## config.mk

```make
export PLATFORM = sky130hd
export DESIGN_NAME = glink_rx_monitor
export DESIGN_NICKNAME = d
export VERILOG_FILES = /design/src/rtl/dmb_glink_pkg.sv /design/src/rtl/sat_cntr.sv /design/src/rtl/glink_rx_monitor.sv
export SDC_FILE = /design/constraint.sdc
export NUM_CORES = 1
export LEC_CHECK = 0
export CORE_MARGIN = 1.5
export CORE_UTILIZATION = 25
export CTS_CLUSTER_DIAMETER = 200
export DETAILED_ROUTE_END_ITERATION = 12
export GPL_TIMING_DRIVEN = 0
export PLACE_DENSITY = 0.49
export RECOVER_POWER = 50
export SYNTH_ARGS = -nofsm -noshare
export SYNTH_HDL_FRONTEND = slang
export SYNTH_SLANG_ARGS = --single-unit
```

## constraint.sdc

```tcl
create_clock -name rxclk -period 10.1 [get_ports rxclk]
set_clock_uncertainty 0.15 [all_clocks]
set_input_delay 1.01 -clock rxclk [delete_from_list [all_inputs] [get_ports rxclk]]
set_output_delay 1.01 -clock rxclk [all_outputs]
set_load 0.03 [all_outputs]
```

## src/rtl/dmb_glink_pkg.sv

```systemverilog
// Shared types, defaults and helpers for the G-Link receive monitor.
// Latency: n/a (package only).
// Backpressure: n/a; the receive path is free-running with no flow control.
package dmb_glink_pkg;

    typedef enum logic [1:0] {
        LOS    = 2'b00,
        ACQ    = 2'b01,
        LOCKED = 2'b10
    } link_state_t;

    localparam int DEF_DATA_W    = 16;
    localparam int DEF_CNT_W     = 16;
    localparam int DEF_LOCK_CYC  = 64;
    localparam int DEF_WIN_CYC   = 256;
    localparam int DEF_ERR_THR   = 4;
    localparam int DEF_MAX_FRAME = 4096;

    // Bits needed to encode the values 0..value-1 (never less than 1).
    function automatic int clog2(input int value);
        int result;
        result = 1;
        for (int i = 1; i < 31; i++) begin
            if ((1 << i) < value) begin
                result = i + 1;
            end
        end
        return result;
    endfunction

endpackage

```

## src/rtl/sat_cntr.sv

```systemverilog
// Saturating event counter with synchronous clear taking priority over increment.
// Latency: Q reflects INC one clock after it is sampled.
// Backpressure: none; holds at all-ones instead of wrapping.
module sat_cntr #(
    parameter int W = 16
) (
    input  logic         CLK,
    input  logic         RST,
    input  logic         CLR,
    input  logic         INC,
    output logic [W-1:0] Q
);

    logic [W-1:0] cnt_q;
    logic [W-1:0] cnt_d;

    // Next count: clear wins, otherwise step unless already saturated.
    always_comb begin
        cnt_d = cnt_q;
        if (CLR) begin
            cnt_d = '0;
        end else if (INC && (cnt_q != '1)) begin
            cnt_d = cnt_q + W'(1);
        end
    end

    // Count register, asynchronously cleared.
    always_ff @(posedge CLK or posedge RST) begin
        if (RST) begin
            cnt_q <= '0;
        end else begin
            cnt_q <= cnt_d;
        end
    end

    assign Q = cnt_q;

endmodule

```

## src/rtl/glink_rx_monitor.sv

```systemverilog
// G-Link receive front end: registers the deserializer pins, tracks frames and link lock, counts events.
// Latency: RXDATA/RXERR/RXDAV 1 rxclk after the pins; counters, flags and link state 2 rxclk after the pins.
// Backpressure: none; the receiver cannot be stalled, so counters saturate and RXDAV is gated by LINK_UP.
module glink_rx_monitor
    import dmb_glink_pkg::*;
#(
    parameter int DATA_W    = DEF_DATA_W,
    parameter int CNT_W     = DEF_CNT_W,
    parameter int LOCK_CYC  = DEF_LOCK_CYC,
    parameter int WIN_CYC   = DEF_WIN_CYC,
    parameter int ERR_THR   = DEF_ERR_THR,
    parameter int MAX_FRAME = DEF_MAX_FRAME
) (
    input  logic              rxclk,
    input  logic              rst,
    input  logic [DATA_W-1:0] GLRD,
    input  logic              GRXERR,
    input  logic              GRXDAV,
    input  logic              CLR,
    output logic [DATA_W-1:0] RXDATA,
    output logic              RXDAV,
    output logic              RXERR,
    output logic              LINK_UP,
    output logic [1:0]        LINK_STATE,
    output logic [CNT_W-1:0]  ERR_CNT,
    output logic [CNT_W-1:0]  DAV_CNT,
    output logic [CNT_W-1:0]  FRAME_CNT,
    output logic [CNT_W-1:0]  FRAME_ERR_CNT,
    output logic [CNT_W-1:0]  LOS_CNT,
    output logic              FRAME_OVF
);

    // Length counter must hold MAX_FRAME+1, hence the +2 when MAX_FRAME+1 is a power of two.
    localparam int LEN_W  = clog2(MAX_FRAME + 2);
    localparam int RUN_W  = clog2(LOCK_CYC + 1);
    localparam int WIN_W  = clog2(WIN_CYC);
    localparam int WERR_W = clog2(ERR_THR + 1);

    localparam logic [LEN_W-1:0]  LEN_MAX   = LEN_W'(MAX_FRAME);
    localparam logic [LEN_W-1:0]  LEN_STOP  = LEN_W'(MAX_FRAME + 1);
    localparam logic [RUN_W-1:0]  RUN_LOCK  = RUN_W'(LOCK_CYC);
    localparam logic [WIN_W-1:0]  WIN_LAST  = WIN_W'(WIN_CYC - 1);
    localparam logic [WERR_W-1:0] WERR_THR  = WERR_W'(ERR_THR);

    // Stage 1 (no reset so these can live in the IOB).
    logic [DATA_W-1:0] rxdata_q, rxdata_d;
    logic              rxerr_q, rxerr_d;
    logic              rxdav_q, rxdav_d;

    // Frame tracking.
    logic              dav_dly_q, dav_dly_d;
    logic [LEN_W-1:0]  len_q, len_d;
    logic              ferr_q, ferr_d;
    logic              ovf_q, ovf_d;
    logic              frm_start, frm_end, frm_err_end, ovf_hit;

    // Link FSM.
    link_state_t       state_q, state_d;
    logic [RUN_W-1:0]  run_q, run_d, run_nxt;
    logic [WIN_W-1:0]  win_q, win_d;
    logic [WERR_W-1:0] werr_q, werr_d, werr_incl;
    logic              win_wrap, los_inc;

    // Pin capture inputs.
    always_comb begin
        rxdata_d = GLRD;
        rxerr_d  = GRXERR;
        rxdav_d  = GRXDAV;
    end

    // Stage-1 capture registers, deliberately without reset.
    always_ff @(posedge rxclk) begin
        rxdata_q <= rxdata_d;
        rxerr_q  <= rxerr_d;
        rxdav_q  <= rxdav_d;
    end

    // Frame delineation on the dav envelope, length limit and per-frame error flag.
    always_comb begin
        frm_start   = rxdav_q & ~dav_dly_q;
        frm_end     = ~rxdav_q & dav_dly_q;
        frm_err_end = frm_end & (ferr_q | rxerr_q);
        dav_dly_d   = rxdav_q;
        len_d       = len_q;
        ferr_d      = ferr_q;
        ovf_hit     = 1'b0;
        if (frm_start) begin
            len_d  = LEN_W'(1);
            ferr_d = rxerr_q;
        end else if (rxdav_q) begin
            ferr_d = ferr_q | rxerr_q;
            if (len_q != LEN_STOP) begin
                len_d   = len_q + LEN_W'(1);
                ovf_hit = (len_q == LEN_MAX);
            end
        end
        ovf_d = CLR ? 1'b0 : (ovf_q | ovf_hit);
    end

    // Link lock FSM next state; errors on the wrap cycle open the new window.
    always_comb begin
        state_d   = state_q;
        run_d     = run_q;
        win_d     = win_q;
        werr_d    = werr_q;
        los_inc   = 1'b0;
        run_nxt   = run_q + RUN_W'(1);
        win_wrap  = (win_q == WIN_LAST);
        werr_incl = (win_wrap ? '0 : werr_q) + WERR_W'(rxerr_q);
        case (state_q)
            LOS: begin
                if (!rxerr_q) begin
                    state_d = ACQ;
                    run_d   = RUN_W'(1);
                end
            end
            ACQ: begin
                if (rxerr_q) begin
                    state_d = LOS;
                end else begin
                    run_d = run_nxt;
                    if (run_nxt == RUN_LOCK) begin
                        state_d = LOCKED;
                        win_d   = '0;
                        werr_d  = '0;
                    end
                end
            end
            LOCKED: begin
                win_d  = win_wrap ? '0 : (win_q + WIN_W'(1));
                werr_d = werr_incl;
                if (rxerr_q && (werr_incl >= WERR_THR)) begin
                    state_d = LOS;
                    los_inc = 1'b1;
                end
            end
            default: state_d = LOS;
        endcase
    end

    // Frame and FSM state registers; a reset mid-frame discards the frame.
    always_ff @(posedge rxclk or posedge rst) begin
        if (rst) begin
            dav_dly_q <= 1'b0;
            len_q     <= '0;
            ferr_q    <= 1'b0;
            ovf_q     <= 1'b0;
            state_q   <= LOS;
            run_q     <= '0;
            win_q     <= '0;
            werr_q    <= '0;
        end else begin
            dav_dly_q <= dav_dly_d;
            len_q     <= len_d;
            ferr_q    <= ferr_d;
            ovf_q     <= ovf_d;
            state_q   <= state_d;
            run_q     <= run_d;
            win_q     <= win_d;
            werr_q    <= werr_d;
        end
    end

    sat_cntr #(.W(CNT_W)) u_err_cnt (
        .CLK(rxclk), .RST(rst), .CLR(CLR), .INC(rxerr_q), .Q(ERR_CNT)
    );
    sat_cntr #(.W(CNT_W)) u_dav_cnt (
        .CLK(rxclk), .RST(rst), .CLR(CLR), .INC(rxdav_q & ~rxerr_q), .Q(DAV_CNT)
    );
    sat_cntr #(.W(CNT_W)) u_frame_cnt (
        .CLK(rxclk), .RST(rst), .CLR(CLR), .INC(frm_end), .Q(FRAME_CNT)
    );
    sat_cntr #(.W(CNT_W)) u_frame_err_cnt (
        .CLK(rxclk), .RST(rst), .CLR(CLR), .INC(frm_err_end), .Q(FRAME_ERR_CNT)
    );
    sat_cntr #(.W(CNT_W)) u_los_cnt (
        .CLK(rxclk), .RST(rst), .CLR(CLR), .INC(los_inc), .Q(LOS_CNT)
    );

    assign RXDATA     = rxdata_q;
    assign RXERR      = rxerr_q;
    assign LINK_UP    = (state_q == LOCKED);
    assign RXDAV      = rxdav_q & LINK_UP;
    assign LINK_STATE = state_q;
    assign FRAME_OVF  = ovf_q;

endmodule

```

==> impl_metrics.ini, run 1 <==
[status]
status = finished, violations left
failed_checks = capacitance limit, slew limit

[hold_path]
hold_depth = 1
hp-start = werr_q[0]
hold_class = register to register
hold_end = werr_q[0]

[clock_network]
htree_num_levels = 4
insertion_delay_ns = 0.41
cts_tree = built
post_cts_resized = 0
clock-sinks = 134
cts_buffer_depth = 2
postCtsSetupRepairBufs = 0
cts_root_buf = clkbuf_16
cts-buffers-inserted = 17
ctsHoldBuffers = 0
clkTransAtPathRegs_ns = 0.06

[critical_path]
crit_slowest_cell = clkdlybuf4s50_1
start_kind = register
critical_path_buf_inv_count = 4
reg2reg_from = win_q[0]
reg2reg_slack_ns = 6.88
cp.arrival_ns = 2.24
cp.required_ns = 8.94
end_kind = output port
timing.rr.end = u_los_cnt.Q[1]
crit_family = buffers and inverters
crit_type = register to output port
path_cells = buf_2 -> nand2b_1 -> clkbuf_2 -> clkinv_1 -> clkdlybuf4s50_1
critPathMaxStageDelay_ns = 0.69
path_max_fanout = 10
reg2reg_depth = 13

[cells_and_area]
fin_nets = 847
drive_gt1_share_pct = 7.01
multi_input_comb_area_sq_um = 3100
nFillCells = 2679
area_growth_syn_to_layout_pct = 33.8
final_area_sq_um = 8760
ff_latch_area_sq_um = 3260

[global_route]
antenna_found_initial = 1
grt_pass1_wl_mm = 28.1
use_met1_pct = 18.2
met2_usage_pct = 20.2
grt_pass1_vias = 5257
grt_usage_pct = 13.3
top_usage_layer = met2
grt_max_degree = 72
use_met3_pct = 4.04
grt_overflow = 0

[placed_design]
routabilityCongestion = 0.776
post_dp_cell_area_sq_um = 8220
hpwl_mm = 12.2
pre_cts_ws_ns = 6.87
io_buffer_count = 122

[synth]
ys_async_sr_fraction_pct = 86.6
synth_top_area_share_pct = 44.3
yosysMostFrequentCell = dfrtp_1
synth_cell_type_count = 70
synth_nets = 705
avgSynthCellArea_sq_um = 9.75
synth_ff_type = dfrtp_1
synth_seq_cells = 134
synth-seq-area-share_pct = 49.8
ys_warn_count = 0
netlist_top_cells_count = dfrtp_1, nor2_1, nand2_1, nand3_1, xnor2_1
syn-cell-area_sq_um = 6550
netlist_top_cells_area = dfrtp_1, dfxtp_1, nor2_1
netlist.top_cell.by_area = dfrtp_1
synthCells = 672
synth_edf_count = 0

[routing]
avgRoutedWirePerCell_um = 14.7
drt_wl_total_mm = 17.1
firstDrtPassIters = 4
drtAntennaViolNets = 0
drc = 0
vias_per_cell = 4.70
first_iter_violations = 323
vias = 5466

[die]
die-area_sq_um = 27200
io_pins = 123
die_h_um = 165
coreArea_sq_um = 25900
die_width_um = 165
start_util_pct = 25.3
rows = 59

[sta]
max_freq_mhz = 294
worst_pin_slew_ns = 2.24
maxSlewHeadroom_pct = -50.4
whs_ns = 0.343
finalSetupViolCount = 0
rsz0062_at_grt = no
setup_slack_ns = 6.70
finalSetupTns_ns = 0
finalMaxSlewViolations = 46
hold_violations = 0
fin_crit_ns = 3.40
finalCritPeriodShare_pct = 33.6

[job]
maxCapViolations = 1

[power_and_ir_drop]
leakagePower_nw = 3.43
p_per_area_nw_per_um2 = 144
ir_drop_v = 0.0000834
-- where the power goes --
group	total (W)	leakage, nW	switching [W]	internal [W]
clock network	0.000600	0.288	0.000238	0.000362
logic	0.0000879	1.39	0.0000527	0.0000352
registers	0.000571	1.75	0.0000189	0.000552
total	0.00126	3.43	0.000309	0.000949
-- placed cells by master, fill, tap and decap left out, drive strengths merged, types with 8 or more instances in the layout --
cell type | Yosys | final
nand4 | 23 | 23
nor4 | 10 | 10
nand2 | 55 | 55
nor2 | 94 | 94
dfrtp | 116 | 116
or3 | 11 | 11
and4 | 8 | 8
dlygate4sd3 | 0 | 20
nor3 | 18 | 18
nor2b | 9 | 9
a21oi | 26 | 26
clkbuf | 11 | 38
dfxtp | 18 | 18
ha | 12 | 12
clkdlybuf4s50 | 0 | 102
nand3 | 49 | 49
or4 | 9 | 9
xnor2 | 35 | 35
xor2 | 24 | 24
inv | 15 | 17
o21ai | 28 | 28
-- through the flow --
| stage | instances | total power, W | util, % |
|---|---|---|---|
| after floorplan | 672 | 0.000632 | - |
| after global placement | 1129 | 0.000671 | 31.6 |
| after detailed placement | 1130 | 0.000673 | 31.7 |
| after CTS | 1162 | 0.00128 | 33.9 |
| after global routing | 1162 | 0.00132 | 33.8 |
| final | 1163 | 0.00126 | 33.8 |
-- worst reg2reg max path, stage by stage, from the launching register on --
cell and delay (ns):
dfrtp_1 0.40, ha_1 0.23, nand3_1 0.22, nor2_1 0.28, nor2b_1 0.09, ha_1 0.19
ha_1 0.25, nand4_1 0.12, a2bb2oi_1 0.28, a21o_2 0.30, buf_6 0.17, buf_4 0.18
mux2i_1 0.19, nor2_1 0.05
-- routing by layer --
metal  wire [um]  up-vias  part of all wire (%)
met5           0        -                     0
met4         138        0                  0.81
met3         809       10                   4.7
met2        7830      117                    46
met1        8320     2640                    49
li1            -     2699                     -
-- flip-flops by register name (all words and copies together) (netlist names), 2 cells and up --
| signal | flops |
|---|---|
| win_q | 8 |
| u_dav_cnt.Q | 16 |
| RXDATA | 16 |
| u_err_cnt.Q | 16 |
| run_q | 7 |
| u_los_cnt.Q | 16 |
| len_q | 13 |
| u_frame_err_cnt.Q | 16 |
| werr_q | 3 |
| u_frame_cnt.Q | 16 |
| LINK_STATE | 2 |
-- final cells by class --
class,count,share of cell area [%]
flip-flops and latches,134,37.2
clock buffers,25,6.03
repair buffers,123,14.3
well taps,335,4.78
plain buffers,19,1.14
inverters,16,0.700
multi-input cells,503,35.4
clock inverters,7,0.443
diodes,1,0.0286
-- cells by family after synthesis --
kind of cell	synth area share, %
fa+ha+maj	2.29
simple gates	24.8
mux	1.41
xor+xnor	7.89
buf+inv	2.73
flops	49.8
compound gates	11.0
-- how the worst max path moves through the flow --
| stage | depth (start not counted) | end | start | slack [ns] |
|---|---|---|---|---|
| final | 5 | LINK_UP | LINK_STATE[0] | 6.70 |
| after floorplan | 1 | FRAME_OVF | rst | 5.87 |
| after detailed placement | 13 | u_los_cnt.Q[1] | win_q[0] | 6.87 |
| after CTS | 5 | LINK_UP | LINK_STATE[0] | 6.65 |
| after global routing | 5 | LINK_UP | LINK_STATE[0] | 6.51 |
| after global placement | 2 | u_dav_cnt.Q[9] | rst | 3.70 |
(Power assumes the default switching activity.)
==> run 2: changes to the inputs <==
- clock period: 10.1 -> 3.45 ns (I/O delays scaled with it)
==> impl_metrics.ini, run 2 (same netlist as run 1, synthesis figures left out) <==
[status]
status = finished, violations left
failed_checks = capacitance limit, slew limit

[power_and_ir_drop]
switchingPower_w = 0.000891
ir_drop_v = 0.000326
seq_power_share_pct = 44.2
intPower_w = 0.00288
pwr-share-comb_pct = 6.7
pwr-share-clk_pct = 49.0
sw_frac_of_total_pct = 23.6
p_per_area_nw_per_um2 = 430
leakagePower_nw = 3.43

[global_route]
antenna_found_initial = 1
grt_usage_pct = 13.2
grt_pass1_wl_mm = 28.0
grt_pass1_vias = 5312
grt_max_degree = 37
grt_overflow = 0

[routing]
firstDrtPassIters = 4
avgRoutedWirePerCell_um = 14.8
drt_wl_total_mm = 17.2
vias = 5424
drtAntennaViolNets = 0
vias_per_cell = 4.66
first_iter_violations = 249
drc = 0

[critical_path]
reg2reg_slack_ns = 0.32
critPathMostFrequentCell = ha_1
critPathMaxStageDelay_ns = 0.40
crit_type = register to register
crit_family = simple AND/OR/NAND/NOR gates
timing.rr.end = u_los_cnt.Q[1]
critical_path_buf_inv_count = 2
path_max_fanout = 10
end_kind = register
cp.required_ns = 3.57
path_cells = ha_1 -> nand3_1 -> nor2_2 -> nor2b_1 -> ha_1 -> ha_1 -> nand4_1 -> a2bb2oi_1 -> a21o_2 -> buf_6 -> buf_4 -> mux2i_1 -> nor2_1
critical_path_depth = 13
cp.arrival_ns = 3.25
reg2reg_depth = 13
start_kind = register
reg2reg_from = win_q[0]
crit_slowest_cell = dfrtp_1

[die]
start_util_pct = 25.3
rows = 59
die_width_um = 165
die-area_sq_um = 27200
coreArea_sq_um = 25900
die_h_um = 165
io_pins = 123

[hold_path]
hold_class = primary input to register
hold_end = RXDATA[11]
hp-start = GLRD[11]
hold_depth = 1

[placed_design]
io_buffer_count = 122
hpwl_mm = 12.5
routabilityCongestion = 0.751
pre_cts_ws_ns = 0.239

[clock_network]
postCtsSetupRepairBufs = 0
clock-sinks = 134
clkTransAtPathRegs_ns = 0.06
insertion_delay_ns = 0.41
htree_num_levels = 4
cts-buffers-inserted = 17
cts_tree = built
cts_root_buf = clkbuf_16
cts_buffer_depth = 2

[sta]
rsz0062_at_grt = no
setup_slack_ns = 0.324
finalMaxSlewViolations = 37
max_freq_mhz = 320
maxSlewHeadroom_pct = -7.41
worst_pin_slew_ns = 1.60
finalCritPeriodShare_pct = 90.6
fin_crit_ns = 3.13
hold_violations = 0
finalSetupViolCount = 0
finalSetupTns_ns = 0

[job]
maxCapViolations = 1

[cells_and_area]
final_common_cell = dfrtp_1
final_cell_mix = dfrtp_1, nor2_1, clkdlybuf4s50_1
nFillCells = 2644
fin_nets = 849
drive_gt1_share_pct = 7.24
area_growth_syn_to_layout_pct = 34.1
-- run 2: changes by cell type in the layout (fill, tap and decap cells not counted), moves of 2 or more --
| cell | delta |
|---|---|
| clkdlybuf4s50_1 | -16 |
| dlygate4sd3_1 | +16 |
| bufinv_16 | +3 |
| inv_4 | -3 |
| buf_2 | +2 |
| clkbuf_16 | -2 |
| clkinvlp_4 | +2 |
-- run 2: repair_timing --
action                     in CTS  in global routing
setup endpoints to repair       0                  1
hold buffers                    0                  0
gates resized for setup         0                  1
-- run 2: how the worst max path moves through the flow --
stage	from	to	slack, ns
floorplan	win_q[0]	u_los_cnt.Q[5]	0.78
finish	win_q[0]	u_los_cnt.Q[1]	0.32
detailed placement	win_q[0]	u_los_cnt.Q[1]	0.24
global placement	rst	run_q[0]	0.20
CTS	win_q[0]	u_los_cnt.Q[1]	0.23
global route	rst	len_q[1]	0.007
-- run 2: layer usage --
layer  track usage (%)  share of wire (%)  vias up
met4              2.83               0.82        0
li1                  -                  -     2709
met2              20.6                 46       89
met1              18.3                 50     2615
met5                 0                  0        -
met3              3.67                3.9       11
-- run 2: cell type report --
| type | instances | area [sq um] | area share, % |
|---|---|---|---|
| Antenna cell | 1 | 2.50 | 0.0285 |
| Buffer | 19 | 104 | 1.18 |
| Clock buffer | 23 | 468 | 5.33 |
| Clock inverter | 9 | 125 | 1.42 |
| Inverter | 16 | 61.3 | 0.698 |
| Multi-Input combinational cell | 503 | 3090 | 35.2 |
| Sequential cell | 134 | 3260 | 37.2 |
| Tap cell | 335 | 419 | 4.77 |
| Timing Repair Buffer | 125 | 1240 | 14.2 |
-- run 2: per-stage QoR --
stage | util, % | instances | hold slack, ns | total power [W] | area [sq um]
after CTS | 34.1 | 1164 | 0.196 | 0.00387 | 8850
after global routing | 33.9 | 1165 | 0.298 | 0.00395 | 8780
after global placement | 31.6 | 1129 | 0.329 | 0.00196 | 8190
final | 33.9 | 1165 | 0.322 | 0.00378 | 8780
after floorplan | - | 672 | 0.223 | 0.00185 | 6550
after detailed placement | 31.9 | 1132 | 0.326 | 0.00198 | 8250
-- run 2: power groups by stage --
stage	clock network [W]	logic, W	registers (W)
global placement	0	0.000266	0.00170
CTS	0.00192	0.000279	0.00167
finish	0.00185	0.000255	0.00167
global route	0.00199	0.000286	0.00168
detailed placement	0	0.000278	0.00170
floorplan	0	0.000129	0.00172
==> run 3: changes to the inputs <==
- DONT_BUFFER_PORTS: default -> 1
- PLACE_DENSITY: 0.49 -> 0.43
==> impl_metrics.ini, run 3 (same netlist as run 1, synthesis figures left out) <==
[global_route]
grt_overflow = 0
grt_usage_pct = 13.1
use_met3_pct = 4.42
met2_usage_pct = 20.9
grt_pass1_wl_mm = 27.6
top_usage_layer = met2
antenna_found_initial = 0
grt_pass1_vias = 5058
grt_max_degree = 38
use_met1_pct = 16.7

[routing]
vias = 5100
vias_per_cell = 4.80
firstDrtPassIters = 4
drt_wl_total_mm = 17.2
drtAntennaViolNets = 0
avgRoutedWirePerCell_um = 16.2
first_iter_violations = 211
drc = 0

[cells_and_area]
drive_gt1_share_pct = 8.79
final_cell_mix = dfrtp_1, nor2_1, nand2_1
final_common_cell = dfrtp_1
fin_nets = 748
postLayoutCoreUtil_pct = 30.1
n_antenna_cell = 0
area_growth_syn_to_layout_pct = 18.9

[clock_network]
cts-buffers-inserted = 17
cts_buffer_depth = 2
htree_num_levels = 4
clkTransAtPathRegs_ns = 0.06
cts_tree = built
clock-sinks = 134
cts_root_buf = clkbuf_16
insertion_delay_ns = 0.42

[power_and_ir_drop]
sw_frac_of_total_pct = 24.4
seq_power_share_pct = 46.7
intPower_w = 0.00277
pwr-share-comb_pct = 5.1
p_per_area_nw_per_um2 = 470
ir_drop_v = 0.000193
switchingPower_w = 0.000894
leakagePower_nw = 3.08
pwr-share-clk_pct = 48.2

[die]
die-area_sq_um = 27200
die_width_um = 165
die_h_um = 165
io_pins = 123
start_util_pct = 25.3
rows = 59
coreArea_sq_um = 25900

[sta]
max_freq_mhz = 323
whs_ns = 0.0456
finalMaxSlewViolations = 35
hold_violations = 0
worst_pin_slew_ns = 1.60
fin_crit_ns = 3.09
rsz0062_at_grt = no
finalCritPeriodShare_pct = 89.6
finalSetupTns_ns = 0
maxSlewHeadroom_pct = -7.11
finalSetupViolCount = 0

[placed_design]
io_buffer_count = 0
routabilityCongestion = 0.747
hpwl_mm = 12.3

[status]
status = finished, violations left
failed_checks = capacitance limit, slew limit

[critical_path]
cp.required_ns = 3.56
setup.worst_path.end = u_los_cnt.Q[6]
reg2reg_depth = 13
cp.arrival_ns = 3.20
end_kind = register
startpoint = win_q[0]
path_max_fanout = 10
reg2reg_slack_ns = 0.36
reg2reg_from = win_q[0]
start_kind = register
crit_type = register to register
timing.rr.end = u_los_cnt.Q[6]

[job]
maxCapViolations = 1

[hold_path]
hold_class = primary input to register
## run 3: layout make-up
class	count	area, sq um
clock buffer	22	454
timing repair buffer	23	238
buffer	19	111
multi-input combinational	504	3130
clock inverter	10	108
tap	335	419
inverter	16	61.3
fill	2708	18100
sequential	134	3260
## run 3: routing by layer
layer  up-vias  part of all wire (%)
met5         -                     0
met2       114                    46
met4         0                  0.63
met1      2474                    47
met3         8                   6.7
li1       2504                     -
## run 3: timing repair
action / CTS / global route
endpoints found under the setup margin: 0 / 8
hold endpoints to repair: 42 / 0
buffers inserted: 0 / 0
resized for setup: 0 / 4
hold buffers: 20 / 0
## run 3: worst min-delay path by stage
| stage | cells after the start | start | slack, ns | to |
|---|---|---|---|---|
| after floorplan | 0 | GLRD[0] | 0.22 | RXDATA[0] |
| after global placement | 0 | GLRD[7] | 0.22 | RXDATA[7] |
| after detailed placement | 1 | rst | 0.17 | LINK_STATE[0] |
| after CTS | 2 | CLR | 0.03 | u_frame_cnt.Q[5] |
| after global routing | 2 | CLR | 0.04 | u_frame_cnt.Q[5] |
| final | 2 | CLR | 0.05 | u_frame_cnt.Q[5] |
## run 3: worst max-delay path, stage by stage (launching register included)
cell and delay (ns):
dfrtp_1 0.41, ha_1 0.25, nand3_2 0.19, nor2_4 0.17
nor2b_1 0.06, ha_1 0.18, ha_1 0.25, nor2b_1 0.13
o21ai_0 0.21, a21o_2 0.33, buf_6 0.15, buf_4 0.17
o21ai_0 0.16, a21oi_1 0.09
## run 3: through the flow
step,cells,worst slack [ns],power [W],cell area (sq um)
6_report,1063,0.359,0.00366,7790
5_1_grt,1063,0.0608,0.00384,7790
4_1_cts,1062,0.172,0.00373,7790
3_5_place_dp,1010,0.177,0.00192,7030
3_3_place_gp,1007,0.175,0.00191,6970
2_1_floorplan,672,0.781,0.00185,6550
## run 3: power groups by stage
stage                     Clock (W)  Combinational, W  Sequential [W]
after CTS                   0.00182          0.000198         0.00171
final                       0.00176          0.000187         0.00171
after detailed placement          0          0.000180         0.00174
after floorplan                   0          0.000129         0.00172
after global routing        0.00190          0.000219         0.00172
after global placement            0          0.000171         0.00174
